--- config.mk ---
export PLATFORM = sky130hd
export DESIGN_NAME = triple_debounce_amisha
export DESIGN_NICKNAME = d
export VERILOG_FILES = /design/src/rtl/triple_debounce_amisha_pkg.sv /design/src/rtl/triple_debounce_amisha_chan.sv /design/src/rtl/triple_debounce_amisha.sv
export SDC_FILE = /design/constraint.sdc
export NUM_CORES = 1
export LEC_CHECK = 0
export CORE_MARGIN = 2
export CORE_UTILIZATION = 44
export DETAILED_ROUTE_END_ITERATION = 7
export DONT_BUFFER_PORTS = 1
export SLEW_MARGIN = 20
export SYNTH_ARGS = -nofsm -noshare
export SYNTH_HDL_FRONTEND = slang
export SYNTH_SLANG_ARGS = --single-unit
export TNS_END_PERCENT = 30
--- constraint.sdc ---
create_clock -name clk_amisha -period 2 [get_ports clk_amisha]
set_clock_uncertainty 0.1 [all_clocks]
set_input_delay 0.3 -clock clk_amisha [delete_from_list [all_inputs] [get_ports clk_amisha]]
set_output_delay 0.3 -clock clk_amisha [all_outputs]
set_load 0.005 [all_outputs]
--- src/rtl/triple_debounce_amisha_pkg.sv ---
`default_nettype none
// +--------------------------------------------------------------------+
// | Module  : triple_debounce_amisha_pkg                               |
// | Purpose : Shared state encoding and default sizing for the triple  |
// |           switch debouncer.                                        |
// | Ports   : none (package)                                           |
// | Rev     : 1.0  initial release                                     |
// +--------------------------------------------------------------------+
package triple_debounce_amisha_pkg;

  // Bit 1 is the debounced level and bit 0 marks a WAIT state, so the
  // outputs decode straight from the state register.
  typedef enum logic [1:0] {
    ST_ZERO  = 2'b00,
    ST_WAIT1 = 2'b01,
    ST_ONE   = 2'b10,
    ST_WAIT0 = 2'b11
  } db_state_t;

  localparam int DEF_DB_CYCLES = 1000000;
  localparam int DEF_CNT_W     = 20;

  function automatic logic state_is_wait(input db_state_t s);
    return s[0];
  endfunction

  function automatic logic state_level(input db_state_t s);
    return s[1];
  endfunction

endpackage
`default_nettype wire

--- src/rtl/triple_debounce_amisha_chan.sv ---
`default_nettype none
// +--------------------------------------------------------------------+
// | Module  : debounce_chan_amisha                                     |
// | Purpose : One debounce channel: optional 2-flop synchronizer,      |
// |           debounce FSM with stability counter, change pulse.       |
// | Macro   : DB_SYNC_EN - when defined, the raw input passes through  |
// |           a 2-flop synchronizer before the FSM.                    |
// | Ports   : clk, rst (async, active high), sw (raw input),           |
// |           level (debounced), chg (1-cycle toggle pulse),           |
// |           waiting (FSM in a WAIT state)                            |
// | Rev     : 1.0  initial release                                     |
// +--------------------------------------------------------------------+
module debounce_chan_amisha
  import triple_debounce_amisha_pkg::*;
#(
  parameter int DB_CYCLES = DEF_DB_CYCLES,
  parameter int CNT_W     = DEF_CNT_W
) (
  input  logic clk,
  input  logic rst,
  input  logic sw,
  output logic level,
  output logic chg,
  output logic waiting
);

  localparam logic [CNT_W-1:0] CNT_LAST = CNT_W'(DB_CYCLES - 1);

  logic             sync_in;
  db_state_t        state;
  db_state_t        state_nxt;
  logic [CNT_W-1:0] cnt;
  logic [CNT_W-1:0] cnt_nxt;

`ifdef DB_SYNC_EN
  logic [1:0] sync_ff;

  always_ff @(posedge clk or posedge rst) begin
    if (rst) begin
      sync_ff <= 2'b00;
    end else begin
      sync_ff <= {sync_ff[0], sw};
    end
  end

  assign sync_in = sync_ff[1];
`else
  assign sync_in = sw;
`endif

  // State register; the change pulse is registered alongside so it lines
  // up with the cycle in which the new level first appears.
  always_ff @(posedge clk or posedge rst) begin
    if (rst) begin
      state <= ST_ZERO;
      cnt   <= '0;
      chg   <= 1'b0;
    end else begin
      state <= state_nxt;
      cnt   <= cnt_nxt;
      chg   <= state_level(state_nxt) ^ state_level(state);
    end
  end

  // Next-state logic. The counter is reloaded on every WAIT entry, so a
  // reversal throws away the partial count and the counter never wraps.
  always_comb begin
    state_nxt = state;
    cnt_nxt   = cnt;
    case (state)
      ST_ZERO: begin
        if (sync_in) begin
          state_nxt = ST_WAIT1;
          cnt_nxt   = '0;
        end
      end
      ST_WAIT1: begin
        if (!sync_in) begin
          state_nxt = ST_ZERO;
        end else if (cnt == CNT_LAST) begin
          state_nxt = ST_ONE;
        end else begin
          cnt_nxt = cnt + 1'b1;
        end
      end
      ST_ONE: begin
        if (!sync_in) begin
          state_nxt = ST_WAIT0;
          cnt_nxt   = '0;
        end
      end
      ST_WAIT0: begin
        if (sync_in) begin
          state_nxt = ST_ONE;
        end else if (cnt == CNT_LAST) begin
          state_nxt = ST_ZERO;
        end else begin
          cnt_nxt = cnt + 1'b1;
        end
      end
      default: begin
        state_nxt = ST_ZERO;
        cnt_nxt   = '0;
      end
    endcase
  end

  // Output decode from the state register only.
  always_comb begin
    level   = state_level(state);
    waiting = state_is_wait(state);
  end

endmodule
`default_nettype wire

--- src/rtl/triple_debounce_amisha.sv ---
`default_nettype none
// +--------------------------------------------------------------------+
// | Module  : triple_debounce_amisha                                   |
// | Purpose : Debounces three raw switch inputs feeding the 3-input    |
// |           AND block; reports per-channel change pulses and a       |
// |           global settled flag.                                     |
// | Macro   : DB_SYNC_EN - adds a 2-flop synchronizer per channel.     |
// | Ports   : clk_amisha, reset_amisha (async, active high),           |
// |           sw_a/b/c_amisha (raw), a/b/c_amisha (debounced),         |
// |           chg_amisha[2:0] (bit0=A), all_settled_amisha             |
// | Rev     : 1.0  initial release                                     |
// +--------------------------------------------------------------------+
module triple_debounce_amisha
  import triple_debounce_amisha_pkg::*;
#(
  parameter int DB_CYCLES = DEF_DB_CYCLES,
  parameter int CNT_W     = DEF_CNT_W
) (
  input  logic       clk_amisha,
  input  logic       reset_amisha,
  input  logic       sw_a_amisha,
  input  logic       sw_b_amisha,
  input  logic       sw_c_amisha,
  output logic       a_amisha,
  output logic       b_amisha,
  output logic       c_amisha,
  output logic [2:0] chg_amisha,
  output logic       all_settled_amisha
);

  logic [2:0] sw_vec;
  logic [2:0] level_vec;
  logic [2:0] waiting_vec;

  assign sw_vec = {sw_c_amisha, sw_b_amisha, sw_a_amisha};

  for (genvar i = 0; i < 3; i++) begin : g_chan
    debounce_chan_amisha #(
      .DB_CYCLES (DB_CYCLES),
      .CNT_W     (CNT_W)
    ) u_chan (
      .clk     (clk_amisha),
      .rst     (reset_amisha),
      .sw      (sw_vec[i]),
      .level   (level_vec[i]),
      .chg     (chg_amisha[i]),
      .waiting (waiting_vec[i])
    );
  end

  assign a_amisha = level_vec[0];
  assign b_amisha = level_vec[1];
  assign c_amisha = level_vec[2];

  // The WAIT flags are decoded state-register bits, so this NOR is
  // registered with the states.
  assign all_settled_amisha = ~|waiting_vec;

endmodule
`default_nettype wire

==> After elaboration in Yosys (flattened, before gate mapping) <==
Cells that the tools add are included.
{ "totals": {"in_bits": 5, "regBits": 69, "word_cells": 98} }
{ "op_classes": {"n_mux": 39, "reduce_logical": 11, "eq_ne": 30, "n_addsub": 3, "bitwise": 3} }
{ "op_table": {"columns": ["cell", "count"], "rows": [
  ["two-way mux 20 bit", 15],
  ["case mux 20 bit (4 select lines)", 3],
  ["adder 20 x 1 -> 20 bit, second input constant", 3],
  ["equality test 20 bit, second input constant", 3],
  ["two-way mux 2 bit", 18],
  ["inequality test 2 bit, second input constant", 12],
  ["case mux 2 bit (4 select lines)", 3],
  ["AND reduction 4 bit", 6],
  ["inequality test 3 x 2 -> 1 bit, second input constant", 6],
  ["equality test 2 bit, second input constant", 6],
  ["equality test 2 x 1 -> 1 bit, second input constant", 3],
  ["zero test 2 bit", 3],
  ["OR reduction 3 bit", 1],
  ["XOR 1 bit", 3],
  ["zero test 1 bit", 1]
]} }

==> Logic depth before layout (Yosys ltp) <==
Gate-level depths: netlist (run 1).
{ "logic_depth": {"depth_word": 5, "mapped_depth": 6, "depth_no_buf": 6} }

==> Hierarchy <==
Synthesis (run 1) repeated with hierarchy kept, for this count alone.
{ "hier_totals": {"hier_cells": 415, "area_unflattened_um2": 3951.3} }
{ "by_module_without_submodules": {"columns": ["module", "area_each_um2", "cells_each", "seq_area_each_um2", "instances"], "rows": [
  ["debounce_chan_amisha", 1313.8, 138, 575.6, 3],
  ["triple_debounce_amisha", 10.0, 1, 0.0, 1]
]} }

==> Worst setup path after synthesis (run 1) <==
Ideal clock, no wire load.
{ "synth_path": {"path_type": "reg2reg", "from": "register g_chan[1].u_chan.cnt[0]", "to": "register g_chan[1].u_chan.cnt[18]", "arrival_time_ps": 1837, "path_stages_with_launch": 7, "slack_ps": -63, "n_path_buf": 1, "period_less_slack_ps": 2063, "path_cell_list": "dfrtp_1 -> ha_1 -> nand4_2 -> or3_1 -> buf_2 -> o311a_1 -> a221o_1"} }
{ "synth_between": {"elab_chain_cells": 4, "elab_cells_between_ends": 6, "cone_classes": "add/sub (1); eq/ne (1); mux (4)"} }
{ "synth_lines": {"columns": ["element", "line", "rtl"], "rows": [
  ["start: declaration", "triple_debounce_amisha_chan.sv:32", "logic [CNT_W-1:0] cnt;"],
  ["start signal: assignment", "triple_debounce_amisha_chan.sv:60", "cnt <= cnt_nxt;"],
  ["adder 20 x 1 -> 20 bit or equality test 20 bit (tied branches)", null, null],
  ["two-way mux 20 bit *", "triple_debounce_amisha_chan.sv:80, triple_debounce_amisha_chan.sv:95", null],
  ["two-way mux 20 bit (on tied branches)", "triple_debounce_amisha_chan.sv:93, triple_debounce_amisha_chan.sv:78", null],
  ["case mux 20 bit (4 select lines) *", "triple_debounce_amisha_chan.sv:70", "case (state)"]
]} }
Every way passes the cells marked *; elsewhere a longest branch is shown, timed or not. The select of a mux whose other input is x is not followed.
A chain may end at the register's enable or synchronous reset.

==> Worst setup path after layout (run 1) <==
{ "layout_path": {"from": "register g_chan[1].u_chan.state[1]", "to": "register g_chan[1].u_chan.cnt[13]"} }
{ "layout_between": {"elab_chain_cells": 3, "elab_cells_between_ends": 10, "cone_classes": "eq/ne (7); mux (1); reduce/logical (2)"} }
{ "layout_lines": {"columns": ["element", "line", "rtl"], "rows": [
  ["start: declaration", "triple_debounce_amisha_chan.sv:30", "db_state_t state;"],
  ["start signal: assignment", "triple_debounce_amisha_chan.sv:59", "state <= state_nxt;"],
  ["equality test 2 bit (tied with other cells)", "triple_debounce_amisha_chan.sv:70", null],
  ["inequality test 2 bit (no line)", null, null],
  ["AND reduction 4 bit (no line)", null, null]
]} }
Parallel ways exist; a longest one is shown, timed or not.

==> impl_metrics.yaml, run 1 <==
pwr:
  irDropWorstVdd_mv: 0.290
  power.density_nw_per_um2: 602
  p_leak_nw: 1.99
yosys:
  syn-mean-instance-area_um2: 8.93
  synth_enable_flop_cells: 0
  synth-seq-area-share: 0.422
  synthCells: 458
  yosys_warnings: 0
  synth_ff_type: "dfrtp_1"
  ys_types: 63
  syn-cell-area_um2: 4090
  syn-num-nets: 466
  ys_ff_latch: 69
  async_flop_share: 1.00
detailed_routing:
  drc: 0
  dr.pass1.iters: 4
  vias: 3745
  dr.first_iter.drc_count: 193
  wl_per_cell_um: 16.6
  routed_via_density: 6.07
  detail-route-antenna-nets: 0
  wl_um: 10300
placed_design:
  place_hpwl_um: 7330
  gp_congestion: 0.931
  post-place-ws_ns: 0.0101
  port_buffers: 0
floorplanning:
  die_y_um: 100
  core_area_um2: 9110
  io_pins: 12
  start_util: 0.449
  rows: 35
  die_area_um2: 10100
  die_w_um: 100
timing:
  setup_slack_ns: 0.0631
  slew_viol_final: 0
  fmax_mhz: 516
  period_needed_ns: 1.94
  tns_ns: 0
  timing.hold.ws_ns: 0.0114
  final-setup-viol-count: 0
  timing.final.crit_share: 0.968
  finalHoldViolCount: 0
  worst_pin_slew_ns: 0.542
  max_slew_margin: 0.637
worst_setup_path:
  critPathMaxFanout: 4
  cp_slowest_cell: "or4_4"
  criticalPathCategory: "register to register"
  cp.required_ns: 2.16
  rr_worst_depth: 4
  regToRegEndpoint: "g_chan[1].u_chan.cnt[13]"
  r2r-start: "g_chan[1].u_chan.state[1]"
  crit_arrival_ns: 2.10
  critical-path-top-delay-family: "simple AND/OR/NAND/NOR gates"
  cp_num_buf_inv: 0
  path_cells: "xnor2_2 > or4_4 > or4_1 > a21oi_1"
  end_kind: "register"
  slowest_delay_ns: 0.54
  startpoint_type: "register"
  r2r_setup_slack_ns: 0.06
final_layout:
  fill_cells: 893
  drive_gt1_frac: 0.178
  n_antenna_cell: 0
  layout_common_cells: "68 x dfrtp_1, 51 x buf_4, 47 x nand2_1"
  final_common_cell: "dfrtp_1"
  nNetsFinal: 510
  area_growth_pct: 17.4
  fin_util: 0.527
cts:
  worstSkewPairLatency_ns: 0.34
  cts.htree.levels: 3
  cts_root_buffer: "clkbuf_8"
  cts_buffer_depth: 2
  cts_tree: "built"
  cts_buffers: 9
  clock-sinks: 69
  clk_pin_slew_ns: 0.07
min_path:
  min_path_type: "input pin to register"
  hold_end: "g_chan[1].u_chan.state[1]"
  hold_path_startpoint: "sw_b_amisha"
  holdPathStages: 2
job:
  maxCapViolCount: 0
global_routing:
  antenna_found_initial: 0
  grt_pass1_wl_um: 17400
  grt.overflow.total: 0
  grt_max_degree: 70
  track_usage: 0.216
  grt_pass1_vias: 3660
run_status:
  status: "complete, no violations"
logic make-up after synthesis:
| group | count (synthesis) | synth area share |
|---|---|---|
| adders and majority gates | 3 | 0.00918 |
| muxes | 12 | 0.0300 |
| xor gates and xnor gates | 7 | 0.0150 |
| and+or+nand+nor | 199 | 0.269 |
| buffers and inverters | 43 | 0.0428 |
| DFF | 69 | 0.422 |
| AOI/OAI and AO/OA | 125 | 0.212 |
registers in the layout, summed over array words and instances, names as in the netlist:
register / cells
g_chan.u_chan.state: 6
g_chan.u_chan.chg: 3
g_chan.u_chan.cnt: 60
power breakdown:
part	internal (mW)	switching [mW]	total, mW
clock network	0.475	0.499	0.975
logic	0.176	0.221	0.397
registers	1.46	0.0627	1.52
worst max-delay path by stage:
stage | startpoint | to | slack [ns] | depth (start not counted)
2_1_floorplan | g_chan[1].u_chan.cnt[0] | g_chan[1].u_chan.cnt[18] | -0.06 | 6
3_3_place_gp | g_chan[1].u_chan.cnt[0] | g_chan[1].u_chan.cnt[18] | 0.06 | 5
4_1_cts | g_chan[1].u_chan.cnt[0] | g_chan[1].u_chan.cnt[18] | 0.006 | 5
6_report | g_chan[1].u_chan.state[1] | g_chan[1].u_chan.cnt[13] | 0.06 | 4
5_1_grt | g_chan[1].u_chan.cnt[3] | g_chan[1].u_chan.cnt[13] | -0.0006 | 4
3_5_place_dp | g_chan[1].u_chan.cnt[0] | g_chan[1].u_chan.cnt[18] | 0.01 | 5
worst register-to-register path, stage by stage (launching register included):
cell and delay (ns):
dfrtp_1 0.41, xnor2_2 0.18, or4_4 0.54, or4_1 0.47
a21oi_1 0.16
synth_stat cells, drive strengths merged (12+ instances only):
| cell type | number | area (um^2) |
|---|---|---|
| nor2 | 27 | 101 |
| nor3 | 17 | 85.1 |
| nand4 | 14 | 93.8 |
| a21oi | 27 | 135 |
| clkbuf | 18 | 68.8 |
| inv | 20 | 75.1 |
| o21ai | 20 | 104 |
| a31oi | 12 | 75.1 |
| dfrtp | 69 | 1730 |
| nand3 | 25 | 130 |
| nand2 | 47 | 176 |
what timing repair did:
action | 4_1_cts | 5_1_grt
setup buffers | 0 | 1
resized for setup | 0 | 11
hold endpoints to repair | 70 | 0
hold buffers | 2 | 0
setup endpoints to repair | 0 | 15
layout make-up:
type / instances / area (um^2) / share of cell area
multi-input cells: 346 / 2240 / 0.465
flip-flops and latches: 69 / 1730 / 0.360
repair buffers: 56 / 463 / 0.0964
clock buffers: 13 / 149 / 0.0310
well taps: 111 / 139 / 0.0289
inverters: 20 / 78.8 / 0.0164
clock inverters: 2 / 10.0 / 0.00208
metrics by stage:
| stage | total power [mW] | instance area, um^2 | std cells |
|---|---|---|---|
| 3_5_place_dp | 1.93 | 4580 | 599 |
| 2_1_floorplan | 1.77 | 4100 | 458 |
| 5_1_grt | 3.04 | 4800 | 617 |
| 4_1_cts | 2.92 | 4760 | 616 |
| 3_3_place_gp | 1.92 | 4580 | 599 |
| 6_report | 2.89 | 4800 | 617 |
routing by layer:
metal,track usage,up-vias,wire length [um]
met1,0.290,1816,4950
met3,0.0376,17,293
met5,0,-,0
met4,0.0801,0,195
met2,0.352,68,4830
li1,-,1844,-
Note: power is estimated with default switching activity, not from simulation.
==> inputs of run 2 (changes only) <==
Settings changed: HOLD_SLACK_MARGIN set to 0.08, SKIP_LAST_GASP set to 1.
==> run 2 against run 1 <==
Net effect: utilization barely moved; via count down 0.59%; sequential cell count did not move; die area stayed put; register-to-register slack about the same; clock power hardly changed; sequential power hardly changed; global-route usage rose by 0.074 points; routed wire length hardly changed; critical path type unchanged; critical endpoint unchanged; highest routed layer unchanged.
==> impl_metrics.yaml, run 2 (synthesis gave the netlist of run 1 again) <==
floorplanning:
  die_w_um: 100
  die_y_um: 100
  start_util: 0.449
  core_area_um2: 9110
  die_area_um2: 10100
  io_pins: 12
  rows: 35
worst_setup_path:
  critical-path-top-delay-family: "simple AND/OR/NAND/NOR gates"
  critPathMaxFanout: 4
  cp_slowest_cell: "or4_4"
  path_cells: "xnor2_1 > or4_4 > or4_1 > a21oi_1"
  cp.required_ns: 2.16
  startpoint_type: "register"
  crit_arrival_ns: 2.11
  criticalPathCategory: "register to register"
  slowest_delay_ns: 0.55
  cp_num_buf_inv: 0
  end_kind: "register"
detailed_routing:
  wl_per_cell_um: 16.6
  detail-route-antenna-nets: 0
  vias: 3723
  dr.first_iter.drc_count: 155
  dr.pass1.iters: 4
  routed_via_density: 6.01
  drc: 0
  wl_um: 10300
pwr:
  power.total_mw: 2.89
  power.share.sequential: 0.526
  p_switching_uw: 783
  netSwitchingFraction: 0.271
  p_leak_nw: 1.99
  power.internal_mw: 2.11
  irDropWorstVdd_mv: 0.290
  comb_power_share: 0.138
  power.density_nw_per_um2: 603
  p_clk_frac: 0.336
placed_design:
  dp.cells: 599
  gp_congestion: 0.931
  placed_area_um2: 4580
  place_hpwl_um: 7330
  port_buffers: 0
global_routing:
  antenna_found_initial: 0
  grt.overflow.total: 0
  grt_max_degree: 70
  grt_pass1_vias: 3661
  track_usage: 0.217
  grt_pass1_wl_um: 17500
final_layout:
  n_antenna_cell: 0
  largest_register_ffs: 60
  fill_cells: 891
  final_common_cell: "dfrtp_1"
  area_growth_pct: 17.4
  final_area_um2: 4800
  final_cell_count_no_fill: 619
  top_regs: "g_chan.u_chan.cnt (60), g_chan.u_chan.state (6), g_chan.u_chan.chg (3)"
  regMostFlops: "g_chan.u_chan.cnt"
  nNetsFinal: 512
  multi_input_area_um2: 2220
  drive_gt1_frac: 0.167
  seqCellArea_um2: 1730
  layout_common_cells: "69 x dfrtp_1, 51 x buf_4, 47 x nand2_1"
timing:
  final-setup-viol-count: 0
  fmax_mhz: 513
  max_slew_margin: 0.636
  timing.hold.ws_ns: 0.163
  finalHoldViolCount: 0
  period_needed_ns: 1.95
  tns_ns: 0
  worst_pin_slew_ns: 0.544
  slew_viol_final: 0
  rsz0062_at_grt: "true"
  timing.final.crit_share: 0.974
min_path:
  min_path_type: "input pin to register"
cts:
  cts_buffers: 9
  worstSkewPairLatency_ns: 0.34
  clock-sinks: 69
  cts_root_buffer: "clkbuf_8"
  clk_pin_slew_ns: 0.07
  cts_tree: "built"
  cts_buffer_depth: 2
  cts.htree.levels: 3
run_status:
  status: "complete, no violations"
job:
  maxCapViolCount: 0
run 2: per-layer routing:
metal,up-vias,share of wire,global-route usage
li1,1841,-,-
met5,-,0,0
met3,17,0.029,0.0376
met1,1798,0.48,0.290
met2,67,0.48,0.354
met4,0,0.019,0.0790
run 2: layout make-up:
class | count | area share
tap | 111 | 0.0289
timing repair buffer | 58 | 0.101
inverter | 20 | 0.0164
clock buffer | 13 | 0.0310
multi-input combinational | 346 | 0.461
sequential | 69 | 0.360
clock inverter | 2 | 0.00208
run 2: power groups by stage:
| stage | Sequential, mW | Combinational (mW) | Clock [mW] |
|---|---|---|---|
| after detailed placement | 1.54 | 0.390 | 0 |
| after CTS | 1.52 | 0.397 | 1.00 |
| after floorplan | 1.54 | 0.228 | 0 |
| after global placement | 1.54 | 0.382 | 0 |
| final | 1.52 | 0.399 | 0.974 |
| after global routing | 1.53 | 0.448 | 1.07 |
run 2: through the flow:
| stage | worst slack, ns | util |
|---|---|---|
| after floorplan | -0.0628 | - |
| final | 0.0510 | 0.527 |
| after CTS | 0.00602 | 0.524 |
| after global placement | 0.0646 | 0.502 |
| after global routing | -0.0496 | 0.527 |
| after detailed placement | 0.0101 | 0.502 |
run 2: timing repair:
item                                    4_1_cts  5_1_grt
endpoints found under the setup margin        0       15
gates resized for setup                       0        4
hold buffers                                  4        0
endpoints found under the hold margin        72        0
setup buffers                                 0        1
run 2: path summary, 6_finish.rpt:
path	slack, ns	startpoint	endpoint	cells past startpoint
max	0.05	g_chan[1].u_chan.state[1]	g_chan[1].u_chan.cnt[13]	4
min in group asynchronous	0.42	reset_amisha	g_chan[0].u_chan.cnt[13]	3
max in group asynchronous	1.06	reset_amisha	g_chan[2].u_chan.cnt[9]	3
max reg2reg	0.05	g_chan[1].u_chan.state[1]	g_chan[1].u_chan.cnt[13]	4
min	0.16	sw_a_amisha	g_chan[0].u_chan.state[0]	2
min reg2reg	0.41	g_chan[0].u_chan.cnt[5]	g_chan[0].u_chan.cnt[5]	1
